==> src/rtl/stack_drain_rd.sv <==
// rtl/stack_drain_rd.sv - LIFO drain engine: pops the stack into a 2-entry valid/ready output buffer.
// Optional statistics outputs (pop_total, err_cnt) are enabled by defining STACK_DRAIN_STATS_EN.
module stack_drain_rd #(
    parameter int DATA_WIDTH = 8,
    parameter int ADDR_WIDTH = 4
) (
    input  logic                  clk,
    input  logic                  arst_n,
    input  logic                  start,
    input  logic [ADDR_WIDTH:0]   count,
    output logic                  busy,
    output logic                  done,
    output logic                  err,
    output logic                  stk_pop,
    input  logic                  stk_empty,
    input  logic [DATA_WIDTH-1:0] stk_rd_data,
    output logic                  m_valid,
    input  logic                  m_ready,
    output logic [DATA_WIDTH-1:0] m_data,
`ifdef STACK_DRAIN_STATS_EN
    output logic [ADDR_WIDTH:0]   pop_total,
    output logic [7:0]            err_cnt,
`endif
    output logic                  m_last
);
    localparam int CW = ADDR_WIDTH + 1;

    typedef enum logic [1:0] {S_IDLE, S_DRAIN, S_FLUSH} state_t;

    state_t                state_q, state_d;
    logic [CW-1:0]         rem_q, rem_d;
    logic                  until_q, until_d;
    logic                  err_q, err_d;
    logic [1:0]            occ_q, occ_d;
    logic                  head_q, head_d;
    logic                  tail_q, tail_d;
    logic [DATA_WIDTH-1:0] buf_data_q [2];
    logic [DATA_WIDTH-1:0] buf_data_d [2];
    logic                  buf_last_q [2];
    logic                  buf_last_d [2];
    logic                  pop_accept;
    logic                  last_in;

    assign stk_pop    = (state_q == S_DRAIN) && !stk_empty && (occ_q != 2'd2)
                        && (until_q || (rem_q != '0));
    assign m_valid    = (occ_q != 2'd0);
    assign m_data     = buf_data_q[head_q];
    assign m_last     = m_valid && buf_last_q[head_q];
    assign busy       = (state_q != S_IDLE);
    assign pop_accept = m_valid && m_ready;
    // Only the pop that exhausts a counted drain tags its word as last.
    assign last_in    = !until_q && (rem_q == CW'(1));

    always_comb begin
        state_d    = state_q;
        rem_d      = rem_q;
        until_d    = until_q;
        err_d      = err_q;
        head_d     = head_q;
        tail_d     = tail_q;
        buf_data_d = buf_data_q;
        buf_last_d = buf_last_q;
        done       = 1'b0;
        err        = 1'b0;

        case (state_q)
            S_IDLE: begin
                if (start) begin
                    rem_d   = count;
                    until_d = (count == '0);
                    err_d   = 1'b0;
                    state_d = S_DRAIN;
                end
            end
            S_DRAIN: begin
                if (stk_pop) begin
                    if (!until_q) begin
                        rem_d = rem_q - CW'(1);
                        if (rem_q == CW'(1)) begin
                            state_d = S_FLUSH;
                        end
                    end
                end else if (stk_empty) begin
                    state_d = S_FLUSH;
                    if (!until_q && (rem_q != '0)) begin
                        err_d = 1'b1;
                    end
                end else if (!until_q && (rem_q == '0)) begin
                    state_d = S_FLUSH;
                end
            end
            S_FLUSH: begin
                if (occ_q == 2'd0) begin
                    done    = 1'b1;
                    err     = err_q;
                    err_d   = 1'b0;
                    state_d = S_IDLE;
                end
            end
            default: state_d = S_IDLE;
        endcase

        if (stk_pop) begin
            buf_data_d[tail_q] = stk_rd_data;
            buf_last_d[tail_q] = last_in;
            tail_d             = !tail_q;
        end
        if (pop_accept) begin
            head_d = !head_q;
        end
        occ_d = occ_q + (stk_pop ? 2'd1 : 2'd0) - (pop_accept ? 2'd1 : 2'd0);
    end

    always_ff @(posedge clk or negedge arst_n) begin
        if (!arst_n) begin
            state_q    <= S_IDLE;
            rem_q      <= '0;
            until_q    <= 1'b0;
            err_q      <= 1'b0;
            occ_q      <= 2'd0;
            head_q     <= 1'b0;
            tail_q     <= 1'b0;
            buf_data_q <= '{default: '0};
            buf_last_q <= '{default: 1'b0};
        end else begin
            state_q    <= state_d;
            rem_q      <= rem_d;
            until_q    <= until_d;
            err_q      <= err_d;
            occ_q      <= occ_d;
            head_q     <= head_d;
            tail_q     <= tail_d;
            buf_data_q <= buf_data_d;
            buf_last_q <= buf_last_d;
        end
    end

`ifdef STACK_DRAIN_STATS_EN
    localparam logic [CW-1:0] MAX_POPS = CW'(1) << ADDR_WIDTH;

    logic [CW-1:0] pop_total_q, pop_total_d;
    logic [7:0]    err_cnt_q, err_cnt_d;

    always_comb begin
        pop_total_d = pop_total_q;
        err_cnt_d   = err_cnt_q;
        if ((state_q == S_IDLE) && start) begin
            pop_total_d = '0;
        end else if (stk_pop && (pop_total_q != MAX_POPS)) begin
            pop_total_d = pop_total_q + CW'(1);
        end
        if (err && (err_cnt_q != 8'hff)) begin
            err_cnt_d = err_cnt_q + 8'd1;
        end
    end

    always_ff @(posedge clk or negedge arst_n) begin
        if (!arst_n) begin
            pop_total_q <= '0;
            err_cnt_q   <= '0;
        end else begin
            pop_total_q <= pop_total_d;
            err_cnt_q   <= err_cnt_d;
        end
    end

    assign pop_total = pop_total_q;
    assign err_cnt   = err_cnt_q;
`endif

endmodule

==> config.mk <==
export PLATFORM = sky130hd
export DESIGN_NAME = stack_drain_rd
export DESIGN_NICKNAME = d
export VERILOG_FILES = /design/src/rtl/stack_drain_rd.sv
export SDC_FILE = /design/constraint.sdc
export NUM_CORES = 1
export LEC_CHECK = 0
export CAP_MARGIN = 20
export CORE_MARGIN = 2
export CORE_UTILIZATION = 35
export DETAILED_ROUTE_END_ITERATION = 7
export GPL_TIMING_DRIVEN = 0
export PLACE_DENSITY = 0.61
export SETUP_SLACK_MARGIN = 0.05
export SLEW_MARGIN = 10
export SYNTH_ARGS = -nofsm -noshare
export SYNTH_HDL_FRONTEND = slang
export SYNTH_SLANG_ARGS = --single-unit
export TNS_END_PERCENT = 100
==> constraint.sdc <==
create_clock -name clk -period 4.9 [get_ports clk]
set_clock_uncertainty 0.05 [all_clocks]
set_input_delay 0.98 -clock clk [delete_from_list [all_inputs] [get_ports clk]]
set_output_delay 0.98 -clock clk [all_outputs]
set_load 0.05 [all_outputs]
==> metrics.txt <==
post-route antenna net violation count=0; DRT Pass-1 Iters=4; Yosys cell types=36; Crit Path Max Fanout=6; post-CTS resize count=0; CTS max path bufs=2; Via-to-Cell Ratio=5.12; die width=72.4 um; # rows=24; crit path DAT=2.93 ns; H-tree levels=2; Pwr per Cell Area=731 nW/um2; vias in the first global route=1252; Slew Limit Fails=0; overall routing resource usage=around 15%; # nets final=198; Overall Power=1530 uW; share of layout cells above drive strength 1=24.4%; synthesis warning total=0; Die Ht=72.4 um; Worst Max-Slew Pin Slew=0.700 ns; DR WL/cell=14.8 um; synth cell count leaders=dfrtp_1 (31), mux2_2 (26), nor2_1 (11), inv_1 (7), nor2b_1 (6); Final setup viols=0; Leakage=0.000888 uW; Post-DP HPWL=2.51 mm; TritonCTS Buffers=5; Max IR drop VDD=0.000323 V; number of hold violations in the final report=0; most frequently used flop master after synthesis=dfrtp_1; post-layout min period=3.96 ns; Synth async-reset ratio=100%; CTS root buf=clkbuf_8; CTS tree=built; io pins=32; Setup crit end kind=output port; clock slew seen by the registers of the worst setup and hold paths=0.06 ns; Setup Buffers After CTS=0; Synth Cell Area=1640 um2; number of enable flip-flop cells after synthesis=0; GPL Wtd Cong=0.878; total wire length=3.37 mm; Syn Nets=160; die area=5240 um2; CTS Sinks=31; grt total ovfl=0; pin count of the biggest net entering global routing=32; RSZ-0062 raised after global routing=no; Rel. slew slack=53.3%; CTS Hold Buffers Added=0; vias=1168; core area=approximately 4400 um2; fin crit share=80.7%; Antenna Cells=0; Sum Neg Setup Slack=0 ns; Syn Inst Count=about 140; post-synth top area share=between 40% and 50%; Synth area leaders=dfrtp_1 (47%), mux2_2 (18%), ha_1 (3.1%); # fillers=between 400 and 500; Port Buffers=31; clk_lat worst skew=~0.28 ns; Max-Cap Viols=0; 1st-iter DRT viols=38; Setup crit start kind=input pin; first-pass GRT wire length=5.84 mm; critical path class=input pin to output port; mean post-synth cell area=11.9 um2; Peak Freq=253 MHz; Synth area leader=dfrtp_1; Initial Utilization=37.0%; DRC Markers=0; initial antenna violation count=0; Required @ worst endpoint=~3.9 ns; register area share after synthesis=47.4%; Worst Hold Class=flip-flop to flip-flop; synth-to-layout area growth=28.0%; most frequent cell after synthesis=dfrtp_1; status=finished clean; register bit total from synthesis=31
## state kept, by name, indices dropped and copies added, names as in the netlist, 2 cells and up
signal / count
buf_data_q: 16
buf_last_q: 2
occ_q: 2
rem_q: 5
state_q: 2
## worst max-delay path: stages
cell and delay (ns):
clkdlybuf4s50_1 0.52, a2111oi_4 0.53, clkdlybuf4s50_1 0.90
## per-stage QoR
step | std cells | util [%] | hold slack (ns) | area [um2] | setup WS, ns
2_1_floorplan | 138 | - | 0.419 | 1640 | 2.06
3_3_place_gp | 221 | 45.5 | 0.431 | 2010 | 0.943
3_5_place_dp | 221 | 45.4 | 0.443 | 2010 | 0.934
4_1_cts | 228 | 47.4 | 0.458 | 2090 | 0.924
5_1_grt | 228 | 47.4 | 0.473 | 2090 | 0.862
6_report | 228 | 47.4 | 0.454 | 2090 | 0.943
## report_power, final
group          total [uW]  leakage [uW]  switching [uW]  internal [uW]
registers             465      0.000379            85.1            380
logic                 865      0.000462             494            370
clock network         201     0.0000470            91.0            110
## kinds of logic (layout without fill, tap and decap cells)
group           Yosys count  in the layout  share of synthesized area, %
compound gates           20             20                          10.3
xor+xnor                  5              5                          2.68
fa+ha+maj                 4              4                          3.06
buf+inv                  12             50                          3.67
flops                    31             31                          47.4
mux                      29             29                          19.7
simple gates             37             37                          13.2
## per-layer routing
metal  vias up  part of all wire (%)  GRT usage [%]
met2        22                    52           25.3
met5         -                     0              0
met1       572                    44           17.8
met4         0                  0.83           5.66
met3         5                   3.4           4.17
li1        569                     -              -
## area by class of cell
| type | instances | area [um2] | area share [%] |
|---|---|---|---|
| well taps | 52 | 65.1 | 3.11 |
| flip-flops and latches | 31 | 776 | 37.1 |
| inverters | 7 | 26.3 | 1.26 |
| clock buffers | 6 | 82.6 | 3.95 |
| plain buffers | 5 | 33.8 | 1.61 |
| clock inverters | 1 | 5.00 | 0.239 |
| multi-input cells | 95 | 800 | 38.2 |
| repair buffers | 31 | 305 | 14.6 |
## final timing paths
check,start,to,slack [ns],cells past startpoint
max in group asynchronous,arst_n,head_q,3.65,1
worst min-delay path,buf_data_q[6],buf_data_q[6],0.45,1
worst max register to register,rem_q[0],buf_data_q[13],2.77,6
min in group asynchronous,arst_n,err_q,0.68,1
worst min register to register,buf_data_q[6],buf_data_q[6],0.45,1
worst max-delay path,stk_empty,stk_pop,0.94,3
## placed cells by master, fill, tap and decap left out, types with 4 or more instances in the layout
master,count
dfrtp_1,31
clkdlybuf4s50_1,30
mux2_2,26
nor2_1,11
inv_1,7
nor2b_1,6
clkbuf_8,6
nand2_1,5
a21oi_1,5
ha_1,4
No activity file was read; power rests on OpenSTA's default activity.
==> edit (config.mk and constraints unchanged) <==
Build with the macro `STACK_DRAIN_STATS_EN` defined.
--- a/src/rtl/stack_drain_rd.sv
+++ b/src/rtl/stack_drain_rd.sv
@@ -1,4 +1,6 @@
 // rtl/stack_drain_rd.sv - LIFO drain engine: pops the stack into a 2-entry valid/ready output buffer.
 // Optional statistics outputs (pop_total, err_cnt) are enabled by defining STACK_DRAIN_STATS_EN.
+`define STACK_DRAIN_STATS_EN
+
 module stack_drain_rd #(
     parameter int DATA_WIDTH = 8,
Formal check against the unedited RTL (old outputs only; new: err_cnt and pop_total): equivalent (equiv_simple and equiv_induct, registers matched by name and starting in step).
==> edit against the original RTL <==
  * Register-to-register slack about the same
  * Count of clock-buffer cells in the layout decreased by 1
  * Sequential cell count increased by 13
  * Worst setup slack got worse by 0.20 ns
  * Critical path type unchanged
  * Wire length increased by 30%
  * Highest routed layer unchanged
  * Power increased by 29%
  * Synthesized area increased by 38%
  * Design area increased by 42%
==> edit: results (changes against the original RTL) <==
Synth top cells by count=dfrtp_1 (44), mux2_2 (17), nand2_1 (16); Syn Area/Cell=11.79 um^2 (-0.52%); reg2reg start=state_q[1]$_DFFE_PN0P_; CP max-delay cell=clkdlybuf4s50_1; Final min period=4.158 ns (+0.2017 ns); Final GP Congestion=0.7802 (-11%); Non-Filler Instances=322 (+41%); final net count=270 (+36%); VDD IR-drop max=302.0 uV (-6.6%); switch share=40.44% (-3.3 points); Netlist cell types=45 (+25%); DR WL met3=158 um (+37%); relative slew slack=55.56% (+2.2 points); Worst Path Max Fanout=7 (+1); reg-to-reg endpoint=buf_data_q[1]$_DFFE_PN0P_; largest net degree at the start of global routing=25 (-22%); Iteration-0 DRC Markers=42 (+11%); DRT met1 WL=2.102 mm (+42%); fraction of layout cells with a size suffix above 1=19.18% (-5.2 points); Pleak=1.282 nW (+44%); Logic pwr share=49.3% (-7.2 points); DP HPWL=3.196 mm (+28%); Tot GR Track Use=13.06% (-1.8 points); number of I/O port buffers=44 (+42%); drt wl/cell=13.65 um (-7.7%); status=completed; P_comb=0.971 mW (+12%); M1 GR Usage=18.41% (+0.64 points); Worst R2R Path Depth=7 (+1); Clk pin slew, worst setup/hold paths=0.08 ns (+0.02 ns); placed cell areas=0.002815 mm^2 (+40%); R2R Setup Slk=2.78 ns (about the same); Max stage delay on crit path=0.80 ns (-0.10 ns); Syn Nets=218 (+36%); vias in the first global route=1,590 (+27%)
[edit: cell types whose count changed after synthesis, moves of 3 or more]
cell,before,now
dfrtp_1,31,44
ha_1,4,8
inv_1,7,10
mux2_2,26,17
mux2_4,0,8
nand2_1,5,16
nor2_1,11,8
nor4b_1,0,4
o21ai_0,0,6
xor2_1,2,7
[edit: cell type report]
type | instances | area (um^2)
inverter | 11 | 46.29
sequential | 44 | 1101
buffer | 5 | 42.54
multi-input combinational | 132 | 1074
clock buffer | 5 | 68.82
clock inverter | 3 | 90.09
timing repair buffer | 45 | 455.4
fill | 606 | 3339
tap | 77 | 96.34
[edit: worst min-delay path by stage]
stage / from / to / slack (ns) / depth (start not counted)
2_1_floorplan: buf_last_q[1]$_DFFE_PN0P_ / buf_last_q[1]$_DFFE_PN0P_ / 0.42 / 2
3_5_place_dp: buf_data_q[7]$_DFFE_PN0P_ / buf_data_q[7]$_DFFE_PN0P_ / 0.44 / 1
6_report: err_cnt[6]$_DFFE_PN0P_ / err_cnt[6]$_DFFE_PN0P_ / 0.45 / 1
5_1_grt: err_cnt[7]$_DFFE_PN0P_ / err_cnt[7]$_DFFE_PN0P_ / 0.48 / 1
4_1_cts: err_cnt[7]$_DFFE_PN0P_ / err_cnt[7]$_DFFE_PN0P_ / 0.46 / 1
3_3_place_gp: buf_data_q[12]$_DFFE_PN0P_ / buf_data_q[12]$_DFFE_PN0P_ / 0.44 / 1
[edit: cells by family after synthesis]
logic type | count (synthesis) | synth area share, %
flops | 44 | 48.65
compound gates | 29 | 9.508
buf+inv | 16 | 3.925
xor+xnor | 11 | 4.256
mux | 30 | 15.98
simple gates | 54 | 13.27
fa+ha+maj | 8 | 4.423
